<file path="src/rtl/clock_pkg.sv">
`default_nettype none
// +----------------------------------------------------------------------------+
// | Package     : clock_pkg                                                    |
// | Description : Shared types and digit limits for the digital clock blocks:  |
// |               BCD digit type, HH:MM struct, alarm FSM states and a wrap   |
// |               increment helper.                                            |
// | Revision    : 1.0  initial release                                         |
// +----------------------------------------------------------------------------+
package clock_pkg;

  typedef logic [3:0] bcd_t;

  typedef struct packed {
    bcd_t hours10;
    bcd_t hours;
    bcd_t minutes10;
    bcd_t minutes;
  } hhmm_t;

  typedef enum logic [1:0] {
    IDLE   = 2'd0,
    RING   = 2'd1,
    SNOOZE = 2'd2
  } alrm_state_t;

  localparam bcd_t MIN_MAX   = 4'd9;
  localparam bcd_t MIN10_MAX = 4'd5;
  localparam bcd_t HR_MAX    = 4'd9;
  localparam bcd_t HR_MAX_HI = 4'd3;  // hours digit limit once hours10 is 2
  localparam bcd_t HR10_MAX  = 4'd2;

  // Increment a digit, wrapping to 0 once the limit is reached.
  function automatic bcd_t bcd_wrap_inc(input bcd_t v, input bcd_t lim);
    return (v >= lim) ? 4'd0 : v + 4'd1;
  endfunction

endpackage
`default_nettype wire

</file>
<file path="src/rtl/alarm_bank_if.sv">
`default_nettype none
// +----------------------------------------------------------------------------+
// | Interface   : alarm_bank_if                                                |
// | Description : Signal bundle between the time-of-day/user-input side        |
// |               (master) and the alarm bank (slave).                         |
// |   master drives: tick_sec, current BCD time, sel, inc_*, arm, snooze, stop |
// |   slave drives : dsp_* (selected slot), alarm_start, ringing, ring_idx,    |
// |                  snooze_cnt                                                |
// | Revision    : 1.0  initial release                                         |
// +----------------------------------------------------------------------------+
interface alarm_bank_if #(
  parameter int N_ALARMS   = 4,
  parameter int MAX_SNOOZE = 3
);
  import clock_pkg::*;

  localparam int SEL_W = (N_ALARMS > 1) ? $clog2(N_ALARMS) : 1;
  localparam int CNT_W = (MAX_SNOOZE > 0) ? $clog2(MAX_SNOOZE + 1) : 1;

  logic                tick_sec;
  bcd_t                hours10, hours, minutes10, minutes, seconds10, seconds;
  logic [SEL_W-1:0]    sel;
  logic                inc_min, inc_min10, inc_hr, inc_hr10;
  logic [N_ALARMS-1:0] arm;
  logic                snooze;
  logic                stop;
  bcd_t                dsp_hours10, dsp_hours, dsp_minutes10, dsp_minutes;
  logic                alarm_start;
  logic                ringing;
  logic [SEL_W-1:0]    ring_idx;
  logic [CNT_W-1:0]    snooze_cnt;

  modport master (
    output tick_sec, hours10, hours, minutes10, minutes, seconds10, seconds,
    output sel, inc_min, inc_min10, inc_hr, inc_hr10, arm, snooze, stop,
    input  dsp_hours10, dsp_hours, dsp_minutes10, dsp_minutes,
    input  alarm_start, ringing, ring_idx, snooze_cnt
  );

  modport slave (
    input  tick_sec, hours10, hours, minutes10, minutes, seconds10, seconds,
    input  sel, inc_min, inc_min10, inc_hr, inc_hr10, arm, snooze, stop,
    output dsp_hours10, dsp_hours, dsp_minutes10, dsp_minutes,
    output alarm_start, ringing, ring_idx, snooze_cnt
  );

endinterface
`default_nettype wire

</file>
<file path="src/rtl/alarm_slot.sv">
`default_nettype none
// +----------------------------------------------------------------------------+
// | Module      : alarm_slot                                                   |
// | Description : One BCD HH:MM alarm register with carry-free digit          |
// |               increments and an equality compare against the current time.|
// |   clk, rst      : clock, synchronous active-high reset (slot -> 00:00)     |
// |   inc_*_i       : one-cycle increment pulses (all applied together)        |
// |   now_i         : current HH:MM                                            |
// |   time_o        : stored HH:MM                                             |
// |   eq_o          : stored HH:MM equals now_i                                |
// | Revision    : 1.0  initial release                                         |
// +----------------------------------------------------------------------------+
module alarm_slot
  import clock_pkg::*;
(
  input  wire logic  clk,
  input  wire logic  rst,
  input  wire logic  inc_min_i,
  input  wire logic  inc_min10_i,
  input  wire logic  inc_hr_i,
  input  wire logic  inc_hr10_i,
  input  wire hhmm_t now_i,
  output hhmm_t      time_o,
  output logic       eq_o
);

  hhmm_t slot_q, slot_d;
  bcd_t  hr_lim;
  bcd_t  hr_next;

  always_comb begin
    slot_d  = slot_q;
    hr_lim  = (slot_q.hours10 == HR10_MAX) ? HR_MAX_HI : HR_MAX;
    hr_next = inc_hr_i ? bcd_wrap_inc(slot_q.hours, hr_lim) : slot_q.hours;

    if (inc_min_i)   slot_d.minutes   = bcd_wrap_inc(slot_q.minutes, MIN_MAX);
    if (inc_min10_i) slot_d.minutes10 = bcd_wrap_inc(slot_q.minutes10, MIN10_MAX);
    if (inc_hr10_i)  slot_d.hours10   = bcd_wrap_inc(slot_q.hours10, HR10_MAX);
    slot_d.hours = hr_next;
    // Moving into the 20s must never leave an illegal 24..29 hour.
    if (inc_hr10_i && (slot_d.hours10 == HR10_MAX) && (hr_next > HR_MAX_HI))
      slot_d.hours = 4'd0;
  end

  always_ff @(posedge clk) begin
    if (rst) slot_q <= '0;
    else     slot_q <= slot_d;
  end

  assign time_o = slot_q;
  assign eq_o   = (slot_q == now_i);

endmodule
`default_nettype wire

</file>
<file path="src/rtl/alarm_bank.sv">
`default_nettype none
// +----------------------------------------------------------------------------+
// | Module      : alarm_bank                                                   |
// | Description : N_ALARMS armable BCD alarm slots, lowest-index priority     |
// |               match on minute boundaries, and a ring/snooze/stop FSM with |
// |               ring auto-timeout and a per-episode snooze limit.           |
// |   clk, rst : 50 MHz clock, synchronous active-high reset                   |
// |   bus      : alarm_bank_if slave (time, edit pulses, arm, snooze/stop in; |
// |              selected-slot display, alarm_start, ringing, ring_idx,       |
// |              snooze_cnt out)                                              |
// | Revision    : 1.0  initial release                                         |
// +----------------------------------------------------------------------------+
module alarm_bank
  import clock_pkg::*;
#(
  parameter int N_ALARMS   = 4,
  parameter int SNOOZE_MIN = 9,
  parameter int MAX_SNOOZE = 3,
  parameter int RING_SEC   = 60
) (
  input wire logic    clk,
  input wire logic    rst,
  alarm_bank_if.slave bus
);

  localparam int SEL_W = (N_ALARMS > 1) ? $clog2(N_ALARMS) : 1;
  localparam int CNT_W = (MAX_SNOOZE > 0) ? $clog2(MAX_SNOOZE + 1) : 1;

  hhmm_t               now;
  logic                min_bnd;
  hhmm_t               slot_time [N_ALARMS];
  logic [N_ALARMS-1:0] slot_eq;
  logic [N_ALARMS-1:0] match;
  logic                hit;
  logic [SEL_W-1:0]    hit_idx;
  hhmm_t               dsp;

  alrm_state_t      state_q, state_d;
  logic [SEL_W-1:0] ring_idx_q, ring_idx_d;
  logic [CNT_W-1:0] snooze_cnt_q, snooze_cnt_d;
  logic [7:0]       ring_tmr_q, ring_tmr_d;
  logic [5:0]       min_cnt_q, min_cnt_d;
  logic             alarm_start_q, alarm_start_d;

  assign now     = '{hours10: bus.hours10, hours: bus.hours,
                     minutes10: bus.minutes10, minutes: bus.minutes};
  assign min_bnd = bus.tick_sec && (bus.seconds10 == 4'd0) && (bus.seconds == 4'd0);

  // An out-of-range sel matches no slot, so its edits are dropped.
  for (genvar i = 0; i < N_ALARMS; i++) begin : g_slot
    alarm_slot u_slot (
      .clk         (clk),
      .rst         (rst),
      .inc_min_i   (bus.inc_min   && (bus.sel == SEL_W'(i))),
      .inc_min10_i (bus.inc_min10 && (bus.sel == SEL_W'(i))),
      .inc_hr_i    (bus.inc_hr    && (bus.sel == SEL_W'(i))),
      .inc_hr10_i  (bus.inc_hr10  && (bus.sel == SEL_W'(i))),
      .now_i       (now),
      .time_o      (slot_time[i]),
      .eq_o        (slot_eq[i])
    );
  end

  assign match = slot_eq & bus.arm & {N_ALARMS{min_bnd}};
  assign hit   = |match;

  // Scan downwards so the lowest matching index is the last one written.
  always_comb begin
    hit_idx = '0;
    for (int i = N_ALARMS - 1; i >= 0; i--)
      if (match[i]) hit_idx = SEL_W'(i);
  end

  always_comb begin
    dsp = '0;
    for (int i = 0; i < N_ALARMS; i++)
      if (bus.sel == SEL_W'(i)) dsp = slot_time[i];
  end

  always_comb begin
    state_d       = state_q;
    ring_idx_d    = ring_idx_q;
    snooze_cnt_d  = snooze_cnt_q;
    ring_tmr_d    = ring_tmr_q;
    min_cnt_d     = min_cnt_q;
    alarm_start_d = 1'b0;

    unique case (state_q)
      IDLE: begin
        if (hit) begin
          state_d       = RING;
          ring_idx_d    = hit_idx;
          snooze_cnt_d  = '0;
          ring_tmr_d    = 8'(RING_SEC);
          alarm_start_d = 1'b1;
        end
      end
      RING: begin
        if (bus.stop) begin
          state_d = IDLE;
        end else if (bus.snooze) begin
          if (snooze_cnt_q < CNT_W'(MAX_SNOOZE)) begin
            state_d      = SNOOZE;
            snooze_cnt_d = snooze_cnt_q + 1'b1;
            min_cnt_d    = 6'(SNOOZE_MIN);
          end else begin
            state_d = IDLE;  // snooze budget spent: acts as stop
          end
        end else if (bus.tick_sec) begin
          ring_tmr_d = ring_tmr_q - 8'd1;
          if (ring_tmr_d == 8'd0) state_d = IDLE;
        end
      end
      SNOOZE: begin
        if (bus.stop) begin
          state_d = IDLE;
        end else if (min_bnd) begin
          min_cnt_d = min_cnt_q - 6'd1;
          if (min_cnt_d == 6'd0) begin
            state_d       = RING;
            ring_tmr_d    = 8'(RING_SEC);
            alarm_start_d = 1'b1;
          end
        end
      end
      default: state_d = IDLE;
    endcase

    // Disarming the owning slot ends the episode from any active state.
    if ((state_q != IDLE) && !bus.arm[ring_idx_q]) begin
      state_d       = IDLE;
      alarm_start_d = 1'b0;
    end
  end

  always_ff @(posedge clk) begin
    if (rst) begin
      state_q       <= IDLE;
      ring_idx_q    <= '0;
      snooze_cnt_q  <= '0;
      ring_tmr_q    <= '0;
      min_cnt_q     <= '0;
      alarm_start_q <= 1'b0;
    end else begin
      state_q       <= state_d;
      ring_idx_q    <= ring_idx_d;
      snooze_cnt_q  <= snooze_cnt_d;
      ring_tmr_q    <= ring_tmr_d;
      min_cnt_q     <= min_cnt_d;
      alarm_start_q <= alarm_start_d;
    end
  end

  assign bus.dsp_hours10   = dsp.hours10;
  assign bus.dsp_hours     = dsp.hours;
  assign bus.dsp_minutes10 = dsp.minutes10;
  assign bus.dsp_minutes   = dsp.minutes;
  assign bus.alarm_start   = alarm_start_q;
  assign bus.ringing       = (state_q == RING);
  assign bus.ring_idx      = ring_idx_q;
  assign bus.snooze_cnt    = snooze_cnt_q;

endmodule
`default_nettype wire

</file>
<file path="src/flat_wrapper.sv">
// flat-port wrapper written by rule: the top's interface ports become plain ports
module alarm_bank_flat import clock_pkg::*;
#(
  parameter int N_ALARMS   = 4,
  parameter int SNOOZE_MIN = 9,
  parameter int MAX_SNOOZE = 3,
  parameter int RING_SEC   = 60
)
  (clk, rst, bus_tick_sec, bus_hours10, bus_hours, bus_minutes10, bus_minutes, bus_seconds10, bus_seconds, bus_sel, bus_inc_min, bus_inc_min10, bus_inc_hr, bus_inc_hr10, bus_arm, bus_snooze, bus_stop, bus_dsp_hours10, bus_dsp_hours, bus_dsp_minutes10, bus_dsp_minutes, bus_alarm_start, bus_ringing, bus_ring_idx, bus_snooze_cnt);
  alarm_bank_if #(.N_ALARMS(N_ALARMS), .MAX_SNOOZE(MAX_SNOOZE)) bus_i ();
  input wire logic clk;
  input wire logic rst;
  input wire logic [$bits(bus_i.tick_sec)-1:0] bus_tick_sec;
  input wire logic [$bits(bus_i.hours10)-1:0] bus_hours10;
  input wire logic [$bits(bus_i.hours)-1:0] bus_hours;
  input wire logic [$bits(bus_i.minutes10)-1:0] bus_minutes10;
  input wire logic [$bits(bus_i.minutes)-1:0] bus_minutes;
  input wire logic [$bits(bus_i.seconds10)-1:0] bus_seconds10;
  input wire logic [$bits(bus_i.seconds)-1:0] bus_seconds;
  input wire logic [$bits(bus_i.sel)-1:0] bus_sel;
  input wire logic [$bits(bus_i.inc_min)-1:0] bus_inc_min;
  input wire logic [$bits(bus_i.inc_min10)-1:0] bus_inc_min10;
  input wire logic [$bits(bus_i.inc_hr)-1:0] bus_inc_hr;
  input wire logic [$bits(bus_i.inc_hr10)-1:0] bus_inc_hr10;
  input wire logic [$bits(bus_i.arm)-1:0] bus_arm;
  input wire logic [$bits(bus_i.snooze)-1:0] bus_snooze;
  input wire logic [$bits(bus_i.stop)-1:0] bus_stop;
  output wire logic [$bits(bus_i.dsp_hours10)-1:0] bus_dsp_hours10;
  output wire logic [$bits(bus_i.dsp_hours)-1:0] bus_dsp_hours;
  output wire logic [$bits(bus_i.dsp_minutes10)-1:0] bus_dsp_minutes10;
  output wire logic [$bits(bus_i.dsp_minutes)-1:0] bus_dsp_minutes;
  output wire logic [$bits(bus_i.alarm_start)-1:0] bus_alarm_start;
  output wire logic [$bits(bus_i.ringing)-1:0] bus_ringing;
  output wire logic [$bits(bus_i.ring_idx)-1:0] bus_ring_idx;
  output wire logic [$bits(bus_i.snooze_cnt)-1:0] bus_snooze_cnt;
  assign bus_i.tick_sec = bus_tick_sec;
  assign bus_i.hours10 = bus_hours10;
  assign bus_i.hours = bus_hours;
  assign bus_i.minutes10 = bus_minutes10;
  assign bus_i.minutes = bus_minutes;
  assign bus_i.seconds10 = bus_seconds10;
  assign bus_i.seconds = bus_seconds;
  assign bus_i.sel = bus_sel;
  assign bus_i.inc_min = bus_inc_min;
  assign bus_i.inc_min10 = bus_inc_min10;
  assign bus_i.inc_hr = bus_inc_hr;
  assign bus_i.inc_hr10 = bus_inc_hr10;
  assign bus_i.arm = bus_arm;
  assign bus_i.snooze = bus_snooze;
  assign bus_i.stop = bus_stop;
  assign bus_dsp_hours10 = bus_i.dsp_hours10;
  assign bus_dsp_hours = bus_i.dsp_hours;
  assign bus_dsp_minutes10 = bus_i.dsp_minutes10;
  assign bus_dsp_minutes = bus_i.dsp_minutes;
  assign bus_alarm_start = bus_i.alarm_start;
  assign bus_ringing = bus_i.ringing;
  assign bus_ring_idx = bus_i.ring_idx;
  assign bus_snooze_cnt = bus_i.snooze_cnt;
  alarm_bank #(.N_ALARMS(N_ALARMS), .SNOOZE_MIN(SNOOZE_MIN), .MAX_SNOOZE(MAX_SNOOZE), .RING_SEC(RING_SEC)) u_core (.clk(clk), .rst(rst), .bus(bus_i));
endmodule
</file>
<file path="config.mk">
export PLATFORM = sky130hd
export DESIGN_NAME = alarm_bank_flat
export DESIGN_NICKNAME = d
export VERILOG_FILES = /design/src/rtl/clock_pkg.sv /design/src/rtl/alarm_bank_if.sv /design/src/rtl/alarm_slot.sv /design/src/rtl/alarm_bank.sv /design/src/flat_wrapper.sv
export SDC_FILE = /design/constraint.sdc
export NUM_CORES = 1
export LEC_CHECK = 0
export BUFFER_PORTS_ARGS = -buffer_cell sky130_fd_sc_hd__buf_2
export CAP_MARGIN = 0
export CORE_MARGIN = 5
export CORE_UTILIZATION = 30
export DETAILED_ROUTE_END_ITERATION = 6
export GPL_ROUTABILITY_DRIVEN = 0
export MAX_ROUTING_LAYER = met4
export SLEW_MARGIN = 30
export SYNTH_ARGS = -nofsm -noshare
export SYNTH_HDL_FRONTEND = slang
export SYNTH_HIERARCHICAL = 1
export SYNTH_SLANG_ARGS = --single-unit
</file>
<file path="constraint.sdc">
create_clock -name clk -period 3.98 [get_ports clk]
set_clock_uncertainty 0.15 [all_clocks]
set_input_delay 0.597 -clock clk [delete_from_list [all_inputs] [get_ports clk]]
set_output_delay 0.597 -clock clk [all_outputs]
set_load 0.005 [all_outputs]
</file>
==> run_results.csv, run 1 <==
group,metric,value,unit
critical_path,path_class,"reg -> reg",
route,drtIter0Drc,405,
power,pwr_density_cell,273.3,mW/mm²
synthesis,synth_top_flop_cell,"dfxtp_1",
critical_path,end_kind,"register",
critical_path,cp_max_fo,10,
sta,maxSlewHeadroom,0.4464,
final_layout,layout.nets,880,
final_layout,finalNonFillerCells,1080,
sta,finalSetupViolations,0,
sta,rsz0062_at_grt,"no",
power,p_total,2031,µW
synthesis,syn_area_per_cell,8.836,µm²
critical_path,worst-r2r-setup-slack,1.20,ns
status,status,"finished clean",
clock_network,clk_latency,0.35,ns
floorplan,die_w,158.0,µm
critical_path,worstPathRequired,4.03,ns
hold_path,hold_path_class,"reg -> reg",
route,drtAntennaViolNets,0,
clock_network,cts_tree,"built",
sta,period_minus_slack,2.781,ns
synthesis,synth-seq-cells,85,
job,cap_violations,0,
route,routed_wl,17160,µm
clock_network,cts_buffers,9,
hold_path,hold_depth,2,
global_routing,grt_max_degree,37,
synthesis,synthCells,744,
critical_path,r2r_end,"u_core/ring_tmr_q[6]$_SDFFE_PP0P_",
floorplan,core_area,0.02169,mm²
sta,hold_viol,0,
route,routed_via_density,5.229,
hold_path,min_to,"u_core/bus.snooze_cnt[1]$_SDFFE_PP0P_",
global_routing,grt_pass1_vias,5295,
global_routing,grt_use_total,0.1431,
hold_path,worstHoldStart,"u_core/bus.snooze_cnt[1]$_SDFFE_PP0P_",
critical_path,start_kind,"register",
synthesis,ys_async_sr_fraction,0,
global_routing,grt-ovfl-total,0,
clock_network,root_buffer,"clkbuf_16",
place,dp.cells,1061,
place,placed_area,0.007113,mm²
synthesis,ys_types,64,
route,wire_per_inst,15.89,µm
floorplan,die_h,158.0,µm
place,port_buffers,60,
sta,maxSlewViolCount,0,
floorplan,rows,54,
clock_network,clock_sinks,85,
clock_network,ctsResizeCount,0,
clock_network,postCtsSetupBuffers,0,
sta,setup_tns,0,ns
power,p_leak,0.002635,µW
floorplan,io_pins,61,
route,drc,0,
floorplan,start_util,0.3031,
clock_network,cts_max_level,3,
final_layout,design_area,0.007432,mm²
sta,tightest_slew,0.8287,ns
floorplan,die-area,0.02497,mm²
synthesis,ys_seq_area_frac,0.2589,
sta,min_period_over_period,0.6986,
clock_network,clk_path_buf_depth,2,
route,vias,5647,
synthesis,syn_area,0.006574,mm²
global_routing,grt_pass1_wl,27700,µm
power,vdd_ir_drop_max,0.0001743,V
sta,clock.fmax,359.6,MHz
route,drtPass1Iterations,5,
place,dp_hpwl,13050,µm
synthesis,synth-edff-count,0,
final_layout,area_delta_synth_final,13.06,%
critical_path,crit_arrival,2.83,ns
critical_path,ff2ff_path_depth,8,
synthesis,synth_nets,832,
clock_network,cts.clk_slew.worst_paths,0.07,ns
final_layout,drive_above_1_share,0.1481,
synthesis,ys_warn_count,6,
clock_network,cts_hold_buf,0,
global_routing,antenna_found_initial,3,
-- worst max-delay path by stage --
stage	endpoint	slack [ns]	cells after the start
after floorplan	u_core/g_slot[1].u_slot/time_o[11]$_SDFF_PP0_	1.37	7
after global placement	u_core/ring_tmr_q[6]$_SDFFE_PP0P_	1.02	9
after CTS	u_core/ring_tmr_q[6]$_SDFFE_PP0P_	1.25	8
after detailed placement	u_core/ring_tmr_q[6]$_SDFFE_PP0P_	1.00	9
after global routing	u_core/ring_tmr_q[6]$_SDFFE_PP0P_	0.97	8
final	u_core/ring_tmr_q[6]$_SDFFE_PP0P_	1.20	8
-- sequential cells by signal, indices dropped and copies added, names as in the netlist, named ones only --
signal / count
u_core/g_slot.u_slot/time_o: 56
u_core/state_q: 2
u_core/bus.snooze_cnt: 2
u_core/bus.ring_idx: 2
u_core/bus.alarm_start: 1
u_core/min_cnt_q: 6
u_core/ring_tmr_q: 8
-- power breakdown --
| group | internal (µW) | switching, µW | leakage [µW] | total, µW |
|---|---|---|---|---|
| Clock | 508 | 386 | 0.000149 | 894 |
| Sequential | 863 | 29.9 | 0.000687 | 892 |
| Combinational | 110 | 135 | 0.00180 | 245 |
| Total | 1480 | 550 | 0.00264 | 2030 |
-- logic make-up after synthesis --
kind of cell    synth area share
fa+ha+maj                0.09326
buf+inv                  0.05006
mux                      0.05976
xor+xnor                  0.1172
compound gates            0.1835
flops                     0.2589
simple gates              0.2373
-- routing by layer --
| metal | vias to the layer above | global-route usage | wire length (µm) |
|---|---|---|---|
| met5 | - | - | 0 |
| met4 | 0 | 0.03818 | 314 |
| met3 | 20 | 0.03745 | 1075 |
| met2 | 128 | 0.2266 | 8007 |
| met1 | 2664 | 0.1819 | 7760 |
| li1 | 2835 | - | - |
-- critical path, cell delays in order, from the launching register on --
cell and delay [ns]:
dfxtp_1 0.56, xnor2_1 0.17, nand4_1 0.13, nor4_1 0.43, a22o_1 0.24, nor2_1 0.08
o21ai_0 0.33, and2_1 0.40, a311oi_2 0.15
-- area by class of cell --
class	count	area [µm²]
Fill cell	2216	14260
Multi-Input combinational cell	582	4543
Sequential cell	85	1702
Tap cell	280	350.3
Timing Repair Buffer	64	330.3
Clock buffer	10	239.0
Inverter	50	187.7
Clock inverter	6	72.57
Antenna cell	3	7.507
-- through the flow --
step	utilization	setup slack, ns	hold slack (ns)
6_report	0.3427	1.199	0.3372
3_5_place_dp	0.3280	1.001	0.3278
2_1_floorplan	-	1.369	0.2996
3_3_place_gp	0.3280	1.022	0.3304
4_1_cts	0.3423	1.247	0.3399
5_1_grt	0.3427	0.9659	0.3815
-- cells in the mapped netlist (5+ instances only) --
cell | number | share of area
a21o_1 | 8 | 0.0091
buf_2 | 14 | 0.011
nor4_1 | 10 | 0.0095
xor2_1 | 15 | 0.020
a21oi_1 | 40 | 0.030
xnor2_1 | 73 | 0.097
buf_1 | 5 | 0.0029
and3_1 | 5 | 0.0048
nor3b_1 | 11 | 0.013
mux4_2 | 17 | 0.058
dfxtp_1 | 85 | 0.26
a211oi_2 | 5 | 0.0095
inv_1 | 49 | 0.028
nand4_1 | 34 | 0.032
nor2_1 | 53 | 0.030
nand2b_1 | 30 | 0.029
nor2b_1 | 20 | 0.019
and2_1 | 17 | 0.016
nand3b_1 | 6 | 0.0069
nand2_1 | 31 | 0.018
o21ai_0 | 14 | 0.011
clkbuf_1 | 5 | 0.0029
a221oi_1 | 5 | 0.0067
or4_4 | 5 | 0.0086
nand3_1 | 8 | 0.0061
o2111ai_1 | 8 | 0.011
o211ai_1 | 24 | 0.027
ha_1 | 49 | 0.093
nor3_1 | 7 | 0.0053
a211oi_1 | 20 | 0.023
-- cells in the final DEF (no fill, tap or decap), types with 8 or more instances in the layout --
cell type  synthesis  layout
a211oi_1          20      20
a21o_1             8       8
a21oi_1           40      40
and2_1            17      17
buf_2             14      60
clkbuf_16          0       9
dfxtp_1           85      85
ha_1              49      49
inv_1             49      49
mux4_2            17      17
nand2_1           31      31
nand2b_1          30      30
nand3_1            8       8
nand4_1           34      34
nor2_1            53      53
nor2b_1           20      20
nor3b_1           11      11
nor4_1            10      10
o2111ai_1          8       8
o211ai_1          24      24
o21ai_0           14      14
xnor2_1           73      73
xor2_1            15      15
(Power assumes the default switching activity.)
==> inputs of run 2 (changes only) <==
==> constraint.sdc (replaced) <==
create_clock -name clk -period 2.6 [get_ports clk]
set_clock_uncertainty 0.15 [all_clocks]
set_input_delay 0.39 -clock clk [delete_from_list [all_inputs] [get_ports clk]]
set_output_delay 0.39 -clock clk [all_outputs]
set_load 0.005 [all_outputs]
==> run_results.csv, run 2 (synthesis gave the netlist of run 1 again) <==
group,metric,value,unit
status,status,"finished clean",
route,drtAntennaViolNets,0,
route,routed_via_density,5.140,
critical_path,end_kind,"register",
floorplan,die_h,158.0,µm
critical_path,path_class,"reg -> reg",
power,pwr_density_cell,381.4,mW/mm²
clock_network,root_buffer,"clkbuf_16",
clock_network,cts_buffers,9,
global_routing,grt_pass1_wl,28970,µm
global_routing,grt-ovfl-total,0,
clock_network,cts_tree,"built",
clock_network,clk_latency,0.35,ns
sta,tightest_slew,0.6077,ns
place,place_ws,-0.1045,ns
place,placed_area,0.007651,mm²
floorplan,rows,54,
final_layout,area_delta_synth_final,21.20,%
final_layout,largest_reg_flops,56,
place,port_buffers,60,
floorplan,io_pins,61,
final_layout,finalNonFillerCells,1149,
power,vdd_ir_drop_max,0.0002569,V
route,drc,0,
job,cap_violations,0,
floorplan,die-area,0.02497,mm²
critical_path,crit_arrival,2.53,ns
clock_network,clock_sinks,85,
sta,maxSlewHeadroom,0.5911,
route,drtIter0Drc,306,
sta,setup_slack,0.1489,ns
global_routing,grt_max_degree,35,
final_layout,final_cell_mix,"dfxtp_1, buf_4, xnor2_1, buf_2, nor2_1",
route,vias,5906,
critical_path,start_kind,"register",
floorplan,start_util,0.3031,
clock_network,clk_path_buf_depth,2,
sta,finalSetupViolations,0,
place,dp.cells,1131,
sta,min_period_over_period,0.9427,
clock_network,cts_hold_buf,0,
sta,clock.fmax,408.0,MHz
floorplan,die_w,158.0,µm
clock_network,cts_max_level,3,
clock_network,cts.clk_slew.worst_paths,0.06,ns
global_routing,antenna_found_initial,2,
route,drtPass1Iterations,4,
route,wire_per_inst,15.73,µm
sta,rsz0062_at_grt,"no",
place,dp_hpwl,14420,µm
sta,hold_viol,0,
final_layout,final_common_cell,"dfxtp_1",
final_layout,drive_above_1_share,0.2226,
sta,maxSlewViolCount,0,
route,routed_wl,18080,µm
global_routing,grt_pass1_vias,5684,
floorplan,core_area,0.02169,mm²
global_routing,grt_use_total,0.1500,
critical_path,worstPathRequired,2.68,ns
critical_path,cp_max_fo,4,
power,p_leak,0.003008,µW
sta,period_minus_slack,2.451,ns
hold_path,hold_path_class,"in -> reg",
final_layout,design_area,0.007968,mm²
final_layout,layout.nets,950,
==> run 2: cell types whose count changed in the layout (fill, tap and decap cells not counted), moves of 2 or more <==
cell and delta:
nor4_2 +3, nor4_1 -3, inv_6 +2, buf_4 +69
clkinv_4 -2
==> run 2: layout make-up <==
| cell class | count | area (µm²) |
|---|---|---|
| clock buffer | 9 | 225.2 |
| tap | 280 | 350.3 |
| inverter | 50 | 187.7 |
| sequential | 85 | 1703 |
| antenna | 2 | 5.005 |
| fill | 2220 | 13720 |
| clock inverter | 7 | 58.81 |
| multi-input combinational | 582 | 4569 |
| timing repair buffer | 134 | 868.3 |
==> run 2: path summary, 6_finish.rpt <==
path	startpoint	to	slack, ns	depth (start not counted)
hold reg to reg	u_core/min_cnt_q[5]$_SDFFE_PP0P_	u_core/min_cnt_q[5]$_SDFFE_PP0P_	0.33	1
setup / recovery	register	u_core/bus.ring_idx[0]$_SDFFE_PP0P_	0.15	8
hold / removal	rst	u_core/min_cnt_q[1]$_SDFFE_PP0P_	0.24	2
setup reg to reg	register	u_core/bus.ring_idx[0]$_SDFFE_PP0P_	0.15	8
==> run 2: critical path: stages, from the launching register on <==
cell and delay (ns):
dfxtp_1 0.41, xnor2_1 0.14, nand4_1 0.12, nor4_1 0.39, a22o_1 0.25, nor2_1 0.08
or4_1 0.56, mux2i_1 0.19, nor2_1 0.05
==> run 2: metal layers <==
layer  global-route usage  up-vias  share of wire
li1                     -     2972              -
met3              0.02734       34          0.053
met1               0.1953     2749           0.46
met4              0.05605        0          0.030
met5                    -        -              0
met2               0.2329      151           0.45
==> run 2: through the flow <==
| stage | total power, µW | setup TNS, ns | util | hold WS (ns) |
|---|---|---|---|---|
| 6_report | 3039 | 0 | 0.3674 | 0.2400 |
| 5_1_grt | 3171 | 0 | 0.3674 | 0.2534 |
| 4_1_cts | 3083 | 0 | 0.3659 | 0.2357 |
| 3_5_place_dp | 1814 | -0.2193 | 0.3528 | 0.3222 |
| 3_3_place_gp | 1811 | -0.2366 | 0.3528 | 0.3208 |
| 2_1_floorplan | 1636 | 0 | - | 0.2996 |
==> run 2: repair_timing <==
action	CTS	global route
endpoints found under the setup margin	0	4
setup buffers	0	0
gates resized for setup	0	5
==> run 2: power breakdown <==
group          internal [µW]  switching (µW)
registers               1320            17.1
logic                    203             246
clock network            663             589
total                   2190             852
==> inputs of run 3 (changes only) <==
--- a/config.mk
+++ b/config.mk
@@ -12,6 +12,7 @@
 export DETAILED_ROUTE_END_ITERATION = 6
 export GPL_ROUTABILITY_DRIVEN = 0
 export MAX_ROUTING_LAYER = met4
+export REMOVE_ABC_BUFFERS = 1
 export SLEW_MARGIN = 30
 export SYNTH_ARGS = -nofsm -noshare
 export SYNTH_HDL_FRONTEND = slang
==> run_results.csv, run 3 (synthesis gave the netlist of run 1 again) <==
group,metric,value,unit
critical_path,end_kind,"register",
floorplan,io_pins,61,
clock_network,root_buffer,"clkbuf_16",
place,port_buffers,60,
floorplan,die_h,158.0,µm
power,vdd_ir_drop_max,0.0003103,V
place,dp.cells,1142,
clock_network,clock_sinks,85,
critical_path,worstPathRequired,2.65,ns
critical_path,start_kind,"register",
sta,tightest_slew,0.8156,ns
sta,period_minus_slack,2.482,ns
hold_path,hold_depth,3,
sta,maxSlewViolCount,0,
job,cap_violations,0,
sta,fin_hold_ws,0.2586,ns
place,dp_hpwl,14990,µm
hold_path,hold_path_class,"in -> reg",
status,status,"finished clean",
final_layout,layout.nets,961,
final_layout,design_area,0.008071,mm²
sta,hold_viol,0,
critical_path,ff2ff_path_depth,9,
final_layout,drive_above_1_share,0.2312,
route,wire_per_inst,16.30,µm
floorplan,start_util,0.3031,
sta,finalSetupViolations,0,
clock_network,cts_tree,"built",
final_layout,area_delta_synth_final,22.78,%
final_layout,post-route-util,0.3722,
global_routing,grt_pass1_wl,30520,µm
global_routing,grt_pass1_vias,5862,
route,vias,6044,
critical_path,worst-r2r-setup-slack,0.12,ns
critical_path,path_class,"reg -> reg",
global_routing,antenna_found_initial,2,
clock_network,cts.clk_slew.worst_paths,0.06,ns
floorplan,rows,54,
power,pwr_density_cell,386.1,mW/mm²
clock_network,cts_hold_buf,0,
route,drtAntennaViolNets,0,
global_routing,grt_use_total,0.1587,
route,routed_wl,18910,µm
power,p_leak,0.003061,µW
clock_network,clk_path_buf_depth,2,
critical_path,crit_arrival,2.53,ns
clock_network,clk_latency,0.35,ns
sta,clock.fmax,403.0,MHz
sta,maxSlewHeadroom,0.4563,
sta,setup_tns,0,ns
sta,min_period_over_period,0.9544,
route,drtIter0Drc,415,
critical_path,r2r-start,"u_core/g_slot[2].u_slot/time_o[4]$_SDFFE_PP0P_",
critical_path,cp_max_fo,4,
route,drtPass1Iterations,5,
floorplan,die-area,0.02497,mm²
floorplan,core_area,0.02169,mm²
floorplan,die_w,158.0,µm
place,placed_area,0.007734,mm²
global_routing,grt-ovfl-total,0,
sta,rsz0062_at_grt,"no",
final_layout,finalNonFillerCells,1160,
critical_path,r2r_end,"u_core/bus.ring_idx[0]$_SDFFE_PP0P_",
final_layout,largest_reg_flops,56,
final_layout,final_cell_mix,"dfxtp_1, buf_4, xnor2_1, buf_2, nor2_1",
clock_network,cts_buffers,9,
hold_path,min_to,"u_core/state_q[0]$_SDFFE_PP0P_",
hold_path,worstHoldStart,"bus_snooze",
global_routing,grt_max_degree,37,
route,routed_via_density,5.210,
final_layout,num-fill-cells,2207,
route,drc,0,
clock_network,cts_max_level,3,
[run 3: worst max path at each step]
stage,end,depth (start not counted),startpoint
2_1_floorplan,u_core/bus.ring_idx[0]$_SDFFE_PP0P_,8,register
3_3_place_gp,u_core/bus.ring_idx[0]$_SDFFE_PP0P_,10,bus_minutes10[0]
3_5_place_dp,u_core/bus.ring_idx[0]$_SDFFE_PP0P_,10,bus_minutes10[0]
4_1_cts,u_core/bus.ring_idx[0]$_SDFFE_PP0P_,9,u_core/g_slot[2].u_slot/time_o[4]$_SDFFE_PP0P_
5_1_grt,u_core/bus.ring_idx[0]$_SDFFE_PP0P_,9,u_core/g_slot[2].u_slot/time_o[7]$_SDFFE_PP0P_
6_report,u_core/bus.ring_idx[0]$_SDFFE_PP0P_,9,u_core/g_slot[2].u_slot/time_o[4]$_SDFFE_PP0P_
[run 3: metal layers]
layer | up-vias | routed length (µm) | track usage | part of all wire
met5 | - | 0 | - | 0
met2 | 147 | 8762 | 0.2481 | 0.46
met1 | 2883 | 8758 | 0.2083 | 0.46
li1 | 2984 | - | - | -
met3 | 30 | 962 | 0.03171 | 0.051
met4 | 0 | 428 | 0.04752 | 0.023
[run 3: critical path, cell delays in order (launching register included)]
cell	delay, ns
dfxtp_1	0.34
xnor2_2	0.23
nand4_1	0.22
nor4_2	0.29
buf_4	0.17
a22o_1	0.14
nor2_1	0.07
or4_4	0.52
mux2i_1	0.16
nor2_1	0.05
[run 3: power breakdown]
group / switching, µW / internal, µW
clock: 542 / 772
combinational: 256 / 208
sequential: 15.9 / 1320
[run 3: area by class of cell]
cell class | count | area [µm²] | area share
clock buffers | 13 | 250.2 | 0.03100
inverters | 50 | 187.7 | 0.02325
multi-input cells | 582 | 4579 | 0.5674
well taps | 280 | 350.3 | 0.04340
flip-flops and latches | 85 | 1703 | 0.2110
diodes | 2 | 5.005 | 0.0006201
repair buffers | 145 | 950.9 | 0.1178
clock inverters | 3 | 45.04 | 0.005581
[run 3: what timing repair did]
item / 4_1_cts / 5_1_grt
gates resized for setup: 0 / 8
endpoints found under the setup margin: 0 / 7
hold endpoints to repair: 0 / 0
buffers inserted: 0 / 0
[run 3: per-stage QoR]
stage / total power [µW] / worst slack (ns)
6_report: 3116 / 0.1185
5_1_grt: 3257 / 0.06329
4_1_cts: 3153 / 0.009755
3_5_place_dp: 1825 / -0.1840
3_3_place_gp: 1819 / -0.1309
2_1_floorplan: 1609 / 0.3586
